$ cat src/rtl/pwm_pkg.sv
`default_nettype none
// ============================================================================
//  Module   : pwm_pkg
//  Purpose  : Shared definitions for the 8-bit PWM generator and its
//             sequencing controllers (duty width, period length, ramp FSM
//             state encoding, and the saturating duty-step helper).
//  Revision : 1.0  initial release
// ============================================================================
package pwm_pkg;

    localparam int DUTY_W       = 8;
    localparam int PERIOD_TICKS = 256;

    // Ramp controller state encoding (2-bit).
    typedef enum logic [1:0] {
        ST_IDLE = 2'd0,
        ST_RAMP = 2'd1,
        ST_DONE = 2'd2
    } ramp_state_t;

    // One ramp step from cur toward tgt by stp, clamped at tgt.
    // Arithmetic is carried in DUTY_W+1 bits so neither the sum can wrap
    // past full scale nor the difference underflow below zero.
    function automatic logic [DUTY_W-1:0] ramp_next(
        input logic [DUTY_W-1:0] cur,
        input logic [DUTY_W-1:0] tgt,
        input logic [DUTY_W-1:0] stp
    );
        logic [DUTY_W:0]   sum;
        logic [DUTY_W:0]   diff;
        logic [DUTY_W-1:0] res;
        sum  = {1'b0, cur} + {1'b0, stp};
        diff = {1'b0, cur} - {1'b0, stp};
        res  = cur;
        if (cur < tgt) begin
            res = (sum >= {1'b0, tgt}) ? tgt : sum[DUTY_W-1:0];
        end else if (cur > tgt) begin
            // diff MSB set means cur-stp went negative.
            res = (diff[DUTY_W] || (diff[DUTY_W-1:0] <= tgt)) ? tgt : diff[DUTY_W-1:0];
        end
        return res;
    endfunction

endpackage
`default_nettype wire

$ cat src/rtl/pwm_ramp_ctrl_if.sv
`default_nettype none
// ============================================================================
//  Module   : pwm_ramp_ctrl_if
//  Purpose  : Request/status bundle between a sequencer (master) and the
//             PWM ramp controller (slave).
//  Signals  : start/target/step/hold  - ramp request (master -> slave)
//             clken/duty/period_end   - drive for one pwm instance
//             busy/done               - ramp status
//  Revision : 1.0  initial release
// ============================================================================
interface pwm_ramp_ctrl_if;
    import pwm_pkg::*;

    logic              start;
    logic [DUTY_W-1:0] target;
    logic [DUTY_W-1:0] step;
    logic [DUTY_W-1:0] hold;
    logic              clken;
    logic [DUTY_W-1:0] duty;
    logic              period_end;
    logic              busy;
    logic              done;

    modport master (
        output start, target, step, hold,
        input  clken, duty, period_end, busy, done
    );

    modport slave (
        input  start, target, step, hold,
        output clken, duty, period_end, busy, done
    );

endinterface
`default_nettype wire

$ cat src/rtl/pwm_prescaler.sv
`default_nettype none
// ============================================================================
//  Module   : pwm_prescaler
//  Purpose  : Divides clk down to a one-cycle clken pulse every DIV cycles.
//             The first pulse appears after the DIV-th edge following reset.
//  Ports    : clk   - system clock
//             rst   - synchronous active-high reset
//             clken - registered one-cycle enable pulse
//  Revision : 1.0  initial release
// ============================================================================
module pwm_prescaler #(
    parameter int DIV = 4
) (
    input  logic clk,
    input  logic rst,
    output logic clken
);

    localparam int                 c_CNT_W = (DIV > 1) ? $clog2(DIV) : 1;
    localparam logic [c_CNT_W-1:0] c_LAST  = c_CNT_W'(DIV - 1);

    logic [c_CNT_W-1:0] r_pre_cnt;
    logic               r_clken;

    // With DIV=1 c_LAST is 0, so the counter idles at 0 and clken
    // stays high on every cycle after the first post-reset edge.
    always_ff @(posedge clk) begin
        if (rst) begin
            r_pre_cnt <= '0;
            r_clken   <= 1'b0;
        end else if (r_pre_cnt == c_LAST) begin
            r_pre_cnt <= '0;
            r_clken   <= 1'b1;
        end else begin
            r_pre_cnt <= r_pre_cnt + c_CNT_W'(1);
            r_clken   <= 1'b0;
        end
    end

    assign clken = r_clken;

endmodule
`default_nettype wire

$ cat src/rtl/pwm_ramp_ctrl.sv
`default_nettype none
// ============================================================================
//  Module   : pwm_ramp_ctrl
//  Purpose  : Sequences one 8-bit pwm instance: generates its clken, tracks
//             the 256-tick period phase, and ramps duty toward a requested
//             target in programmable steps, changing duty only on period
//             boundaries so no PWM period is truncated.
//  Ports    : clk  - system clock
//             rst  - synchronous active-high reset
//             bus  - pwm_ramp_ctrl_if.slave (start/target/step/hold in;
//                    clken/duty/period_end/busy/done out)
//  Params   : DIV       - clk cycles per clken pulse (1..65535)
//             INIT_DUTY - duty driven after reset
//  Revision : 1.0  initial release
// ============================================================================
module pwm_ramp_ctrl
    import pwm_pkg::*;
#(
    parameter int                DIV       = 4,
    parameter logic [DUTY_W-1:0] INIT_DUTY = '0
) (
    input  logic            clk,
    input  logic            rst,
    pwm_ramp_ctrl_if.slave  bus
);

    // ------------------------------------------------------------------
    // Prescaler and period tracker
    // ------------------------------------------------------------------
    logic              w_clken;
    logic [DUTY_W-1:0] r_tick_cnt;
    logic              w_period_end;

    pwm_prescaler #(
        .DIV (DIV)
    ) u_prescaler (
        .clk   (clk),
        .rst   (rst),
        .clken (w_clken)
    );

    // Mirrors the pwm's internal tick counter; both start at 0 from reset.
    always_ff @(posedge clk) begin
        if (rst) begin
            r_tick_cnt <= '0;
        end else if (w_clken) begin
            r_tick_cnt <= r_tick_cnt + DUTY_W'(1);
        end
    end

    assign w_period_end = w_clken & (r_tick_cnt == DUTY_W'(PERIOD_TICKS - 1));

    // ------------------------------------------------------------------
    // Ramp FSM
    // ------------------------------------------------------------------
    ramp_state_t       r_state,    w_state_nxt;
    logic [DUTY_W-1:0] r_duty,     w_duty_nxt;
    logic [DUTY_W-1:0] r_target,   w_target_nxt;
    logic [DUTY_W-1:0] r_step,     w_step_nxt;
    logic [DUTY_W-1:0] r_hold,     w_hold_nxt;
    logic [DUTY_W-1:0] r_hold_cnt, w_hold_cnt_nxt;
    logic [DUTY_W-1:0] w_duty_upd;
    logic [DUTY_W-1:0] w_hold_dec;
    logic [DUTY_W-1:0] w_req_step;
    logic [DUTY_W-1:0] w_req_hold;

    always_ff @(posedge clk) begin
        if (rst) begin
            r_state    <= ST_IDLE;
            r_duty     <= INIT_DUTY;
            r_target   <= '0;
            r_step     <= '0;
            r_hold     <= '0;
            r_hold_cnt <= '0;
        end else begin
            r_state    <= w_state_nxt;
            r_duty     <= w_duty_nxt;
            r_target   <= w_target_nxt;
            r_step     <= w_step_nxt;
            r_hold     <= w_hold_nxt;
            r_hold_cnt <= w_hold_cnt_nxt;
        end
    end

    // A zero step or hold would stall the ramp forever; both mean 1.
    assign w_req_step = (bus.step == '0) ? DUTY_W'(1) : bus.step;
    assign w_req_hold = (bus.hold == '0) ? DUTY_W'(1) : bus.hold;
    assign w_duty_upd = ramp_next(r_duty, r_target, r_step);
    assign w_hold_dec = r_hold_cnt - DUTY_W'(1);

    always_comb begin
        w_state_nxt    = r_state;
        w_duty_nxt     = r_duty;
        w_target_nxt   = r_target;
        w_step_nxt     = r_step;
        w_hold_nxt     = r_hold;
        w_hold_cnt_nxt = r_hold_cnt;

        case (r_state)
            ST_IDLE: begin
                if (bus.start) begin
                    w_target_nxt   = bus.target;
                    w_step_nxt     = w_req_step;
                    w_hold_nxt     = w_req_hold;
                    // The partially elapsed current period counts as one.
                    w_hold_cnt_nxt = w_req_hold;
                    w_state_nxt    = (bus.target == r_duty) ? ST_DONE : ST_RAMP;
                end
            end
            ST_RAMP: begin
                // Duty only moves on the last tick of a period, so the new
                // value takes effect from tick 0 of the following period.
                if (w_period_end) begin
                    if (w_hold_dec == '0) begin
                        w_hold_cnt_nxt = r_hold;
                        w_duty_nxt     = w_duty_upd;
                        if (w_duty_upd == r_target) begin
                            w_state_nxt = ST_DONE;
                        end
                    end else begin
                        w_hold_cnt_nxt = w_hold_dec;
                    end
                end
            end
            ST_DONE: begin
                w_state_nxt = ST_IDLE;
            end
            default: begin
                w_state_nxt = ST_IDLE;
            end
        endcase
    end

    // ------------------------------------------------------------------
    // Outputs
    // ------------------------------------------------------------------
    assign bus.clken      = w_clken;
    assign bus.duty       = r_duty;
    assign bus.period_end = w_period_end;
    assign bus.busy       = (r_state == ST_RAMP);
    assign bus.done       = (r_state == ST_DONE);

endmodule
`default_nettype wire

$ cat src/flat_wrapper.sv
// flat-port wrapper written by rule: the top's interface ports become plain ports
module pwm_ramp_ctrl_flat import pwm_pkg::*;
#(
    parameter int                DIV       = 4,
    parameter logic [DUTY_W-1:0] INIT_DUTY = '0
)
  (clk, rst, bus_start, bus_target, bus_step, bus_hold, bus_clken, bus_duty, bus_period_end, bus_busy, bus_done);
  pwm_ramp_ctrl_if bus_i ();
  input  logic clk;
  input  logic rst;
  input wire logic [$bits(bus_i.start)-1:0] bus_start;
  input wire logic [$bits(bus_i.target)-1:0] bus_target;
  input wire logic [$bits(bus_i.step)-1:0] bus_step;
  input wire logic [$bits(bus_i.hold)-1:0] bus_hold;
  output wire logic [$bits(bus_i.clken)-1:0] bus_clken;
  output wire logic [$bits(bus_i.duty)-1:0] bus_duty;
  output wire logic [$bits(bus_i.period_end)-1:0] bus_period_end;
  output wire logic [$bits(bus_i.busy)-1:0] bus_busy;
  output wire logic [$bits(bus_i.done)-1:0] bus_done;
  assign bus_i.start = bus_start;
  assign bus_i.target = bus_target;
  assign bus_i.step = bus_step;
  assign bus_i.hold = bus_hold;
  assign bus_clken = bus_i.clken;
  assign bus_duty = bus_i.duty;
  assign bus_period_end = bus_i.period_end;
  assign bus_busy = bus_i.busy;
  assign bus_done = bus_i.done;
  pwm_ramp_ctrl #(.DIV(DIV), .INIT_DUTY(INIT_DUTY)) u_core (.clk(clk), .rst(rst), .bus(bus_i));
endmodule
$ cat config.mk
export PLATFORM = sky130hd
export DESIGN_NAME = pwm_ramp_ctrl_flat
export DESIGN_NICKNAME = d
export VERILOG_FILES = /design/src/rtl/pwm_pkg.sv /design/src/rtl/pwm_ramp_ctrl_if.sv /design/src/rtl/pwm_prescaler.sv /design/src/rtl/pwm_ramp_ctrl.sv /design/src/flat_wrapper.sv
export SDC_FILE = /design/constraint.sdc
export NUM_CORES = 1
export LEC_CHECK = 0
export ABC_AREA = 0
export CAP_MARGIN = 20
export CORE_MARGIN = 1
export CORE_UTILIZATION = 59
export DETAILED_ROUTE_END_ITERATION = 8
export GPL_ROUTABILITY_DRIVEN = 0
export PLACE_DENSITY = 0.78
export SLEW_MARGIN = 5
export SYNTH_ARGS = -nofsm -noshare
export SYNTH_HDL_FRONTEND = slang
export SYNTH_HIERARCHICAL = 1
export SYNTH_SLANG_ARGS = --single-unit
$ cat constraint.sdc
create_clock -name clk -period 5.3 [get_ports clk]
set_clock_uncertainty 0.1 [all_clocks]
set_input_delay 0.795 -clock clk [delete_from_list [all_inputs] [get_ports clk]]
set_output_delay 0.795 -clock clk [all_outputs]
set_load 0.1 [all_outputs]
==> run summary <==
Slew HR: 34.9%
# setup viols final: 0
Crit path time final: 4.93 ns
Slew at the pin closest to its max-slew limit: 0.974 ns
Setup CP Type: register to register
Top FF cell, synth: dfxtp_1
Status: complete, no violations
Seq pwr share: 36.1%
Sw Pwr: 521 uW
Reg2Reg Depth: 14
CTS Buf Count: 5
Min-delay worst type: register to register
GR Overflow Total: 0
Post-Syn Instances: 578
Synth Cell Area: 4440 um^2
Starting Density: 61.2%
Ys async rst share: 0%
R2r startpoint: u_core/bus.duty[5]
Power density cells: 252 nW/um^2
Share of layout cells above drive strength 1: 6.60%
Clk root buf: clkbuf_8
Placed insts: 694
Lkg Pwr: 1.94 nW
Htree depth: 2
Die width: 88.8 um
# hold bufs at CTS: 0
Via density: 6.34
Internal: 731 uW
Worst-path clk slew: 0.11 ns
Height of the die: 88.8 um
CTS max path bufs: 2
Max Freq: 0.203 GHz
Post-synth cell types: 78
Worst setup EP type: register
Final WL: 12.5 mm
Worst-path maximum fanout: 16
Rows: 31
Vias in the first global route: 4112
Tot Pwr: 1.25 mW
P&R area growth vs syn: 11.9%
Worst r2r dst: u_core/r_state[1]
Router iterations before antenna repair: 7
Fin area: 4970 um^2
Req. time, crit path: 5.40 ns
Comb pwr share: 44.3%
Max Cap Viol: 0
Final worst slack: 0.373 ns
Global-route wire length before repair: 20.1 mm
Worst VDD drop: 0.147 mV
Routed len/inst: 17.8 um
N_diodes: 0
Clock sinks: 53
Worst path arrival time: 5.03 ns
Initial antenna violation count: 0
GRT Total Usage: 32.9%
Routed via count: 4469
Buffers added on ports: 38
Switching Share: 41.6%
Power share of the clock group: 19.5%
Core area: 7250 um^2
RSZ-0062 raised after global routing: no
Die area: 7880 um^2
Initial DRC count: 414
Critical path origin: u_core/bus.duty[5]
Largest net degree at the start of global routing: 54
Worst setup endpoint: u_core/r_state[1]
Setup TNS: 0 ns
Pre-CTS WS: 0.512 ns
Mean area per synthesized cell: 7.68 um^2
Seq/Total Area, Yosys: 23.9%
ANT nets after route: 0
Final period utilization: 93.0%
#FFs+latches synth: 53
Syn Nets: 651
Startpoint types: register
Fin nets: 678
Commonest non-fill, non-tap cell in the layout: nand2_1
Pins Over Slew Limit: 0
DPL Wire Length: 9.43 mm
Worst R2R Setup Slack: 0.37 ns
Number of flops mapped to enable cells by yosys: 0
CTS tree: built
Post-CTS setup buffers: 0
Placed inst area: 4850 um^2
Post-CTS sizing: 0
Most frequent cells in the layout: nand2_1, a21oi_1, nor2_1
Yosys warns: 6
Residual DRC count: 0
Hold Violations, Final: 0
Top-Level Pins: 39
Skew-Pair Late Insertion Delay: 0.31 ns
Finished Layout Cells: 705
## flip-flops by register name (all words and copies together), names as in the netlist
register,flops
u_core/r_hold,8
u_core/bus.duty,8
u_core/r_state,2
u_core/r_tick_cnt,8
u_core/r_target,8
u_core/u_prescaler/clken,1
u_core/u_prescaler/r_pre_cnt,2
u_core/r_step,8
u_core/r_hold_cnt,8
## logic make-up after synthesis
kind of cell    after synthesis  synth area share (%)
compound gates              157                  23.6
xor+xnor                     36                  7.41
fa+ha+maj                    46                  13.3
buf+inv                      59                  5.58
flops                        53                  23.9
mux                           6                  1.35
simple gates                221                  24.9
## Yosys cell counts, types with 3 or more instances
cell type | count | area [um^2]
or2_2 | 3 | 18.8
o21ai_0 | 16 | 80.1
nand4_1 | 7 | 43.8
o21ai_1 | 3 | 15.0
nor4_1 | 8 | 50.1
xor2_1 | 19 | 166
nor2b_1 | 11 | 68.8
or4_1 | 5 | 37.5
a211oi_1 | 25 | 188
o211ai_1 | 6 | 45.0
xnor2_1 | 16 | 140
clkbuf_1 | 19 | 71.3
nor3_1 | 11 | 55.1
o22ai_1 | 4 | 25.0
a21oi_1 | 61 | 305
nand3_1 | 10 | 50.1
nand2b_1 | 7 | 43.8
nand2_1 | 72 | 270
o31ai_1 | 9 | 67.6
dfxtp_1 | 53 | 1060
mux2i_1 | 6 | 60.1
a31oi_1 | 3 | 18.8
ha_1 | 44 | 551
nor2_1 | 61 | 229
inv_1 | 32 | 120
nor3b_1 | 4 | 30.0
a211o_1 | 3 | 26.3
## through the flow
step	hold WS [ns]	util [%]
floorplan	0.306	-
global placement	0.315	66.9
CTS	0.340	68.2
detailed placement	0.321	66.9
finish	0.337	68.5
global route	0.369	68.5
## power by group through the flow
stage	clock network (mW)	registers [mW]	logic, mW
2_1_floorplan	0	0.452	0.407
3_3_place_gp	0	0.459	0.518
3_5_place_dp	0	0.460	0.530
4_1_cts	0.253	0.451	0.536
5_1_grt	0.266	0.455	0.600
6_report	0.245	0.452	0.555
## layer usage
layer	share of wire (%)	global-route usage [%]	wire [um]
met5	0	0	0
met4	3.7	13.3	469
met3	7.6	4.85	949
met2	46	53.5	5750
met1	43	43.8	5380
## worst min-delay path by stage
stage / end / cells past startpoint / startpoint
final: u_core/u_prescaler/r_pre_cnt[0] / 1 / u_core/u_prescaler/r_pre_cnt[0]
after detailed placement: u_core/u_prescaler/r_pre_cnt[0] / 1 / u_core/u_prescaler/r_pre_cnt[0]
after CTS: u_core/u_prescaler/r_pre_cnt[0] / 1 / u_core/u_prescaler/r_pre_cnt[0]
after floorplan: u_core/u_prescaler/r_pre_cnt[0] / 1 / u_core/u_prescaler/r_pre_cnt[0]
after global routing: u_core/u_prescaler/r_pre_cnt[0] / 1 / u_core/u_prescaler/r_pre_cnt[0]
after global placement: u_core/u_prescaler/r_pre_cnt[0] / 1 / u_core/u_prescaler/r_pre_cnt[0]
## area by class of cell
| cell class | instances | area (um^2) |
|---|---|---|
| multi-input cells | 466 | 3130 |
| fillers | 635 | 2280 |
| flip-flops and latches | 53 | 1060 |
| repair buffers | 45 | 432 |
| inverters | 34 | 128 |
| well taps | 99 | 124 |
| clock buffers | 5 | 68.8 |
| clock inverters | 3 | 25.0 |
## critical path: stages, from the launching register on
cell       delay [ns]
dfxtp_1          0.59
ha_1             0.38
or3_1            0.40
o211ai_1         0.34
xnor2_1          0.22
inv_1            0.08
ha_1             0.30
nand3_1          0.10
nor4_1           0.42
a311o_1          0.63
o31ai_1          0.16
nand2_1          0.09
nand4_1          0.12
or4_1            0.54
a2111oi_2        0.37
No activity file was read; power rests on OpenSTA's default activity.
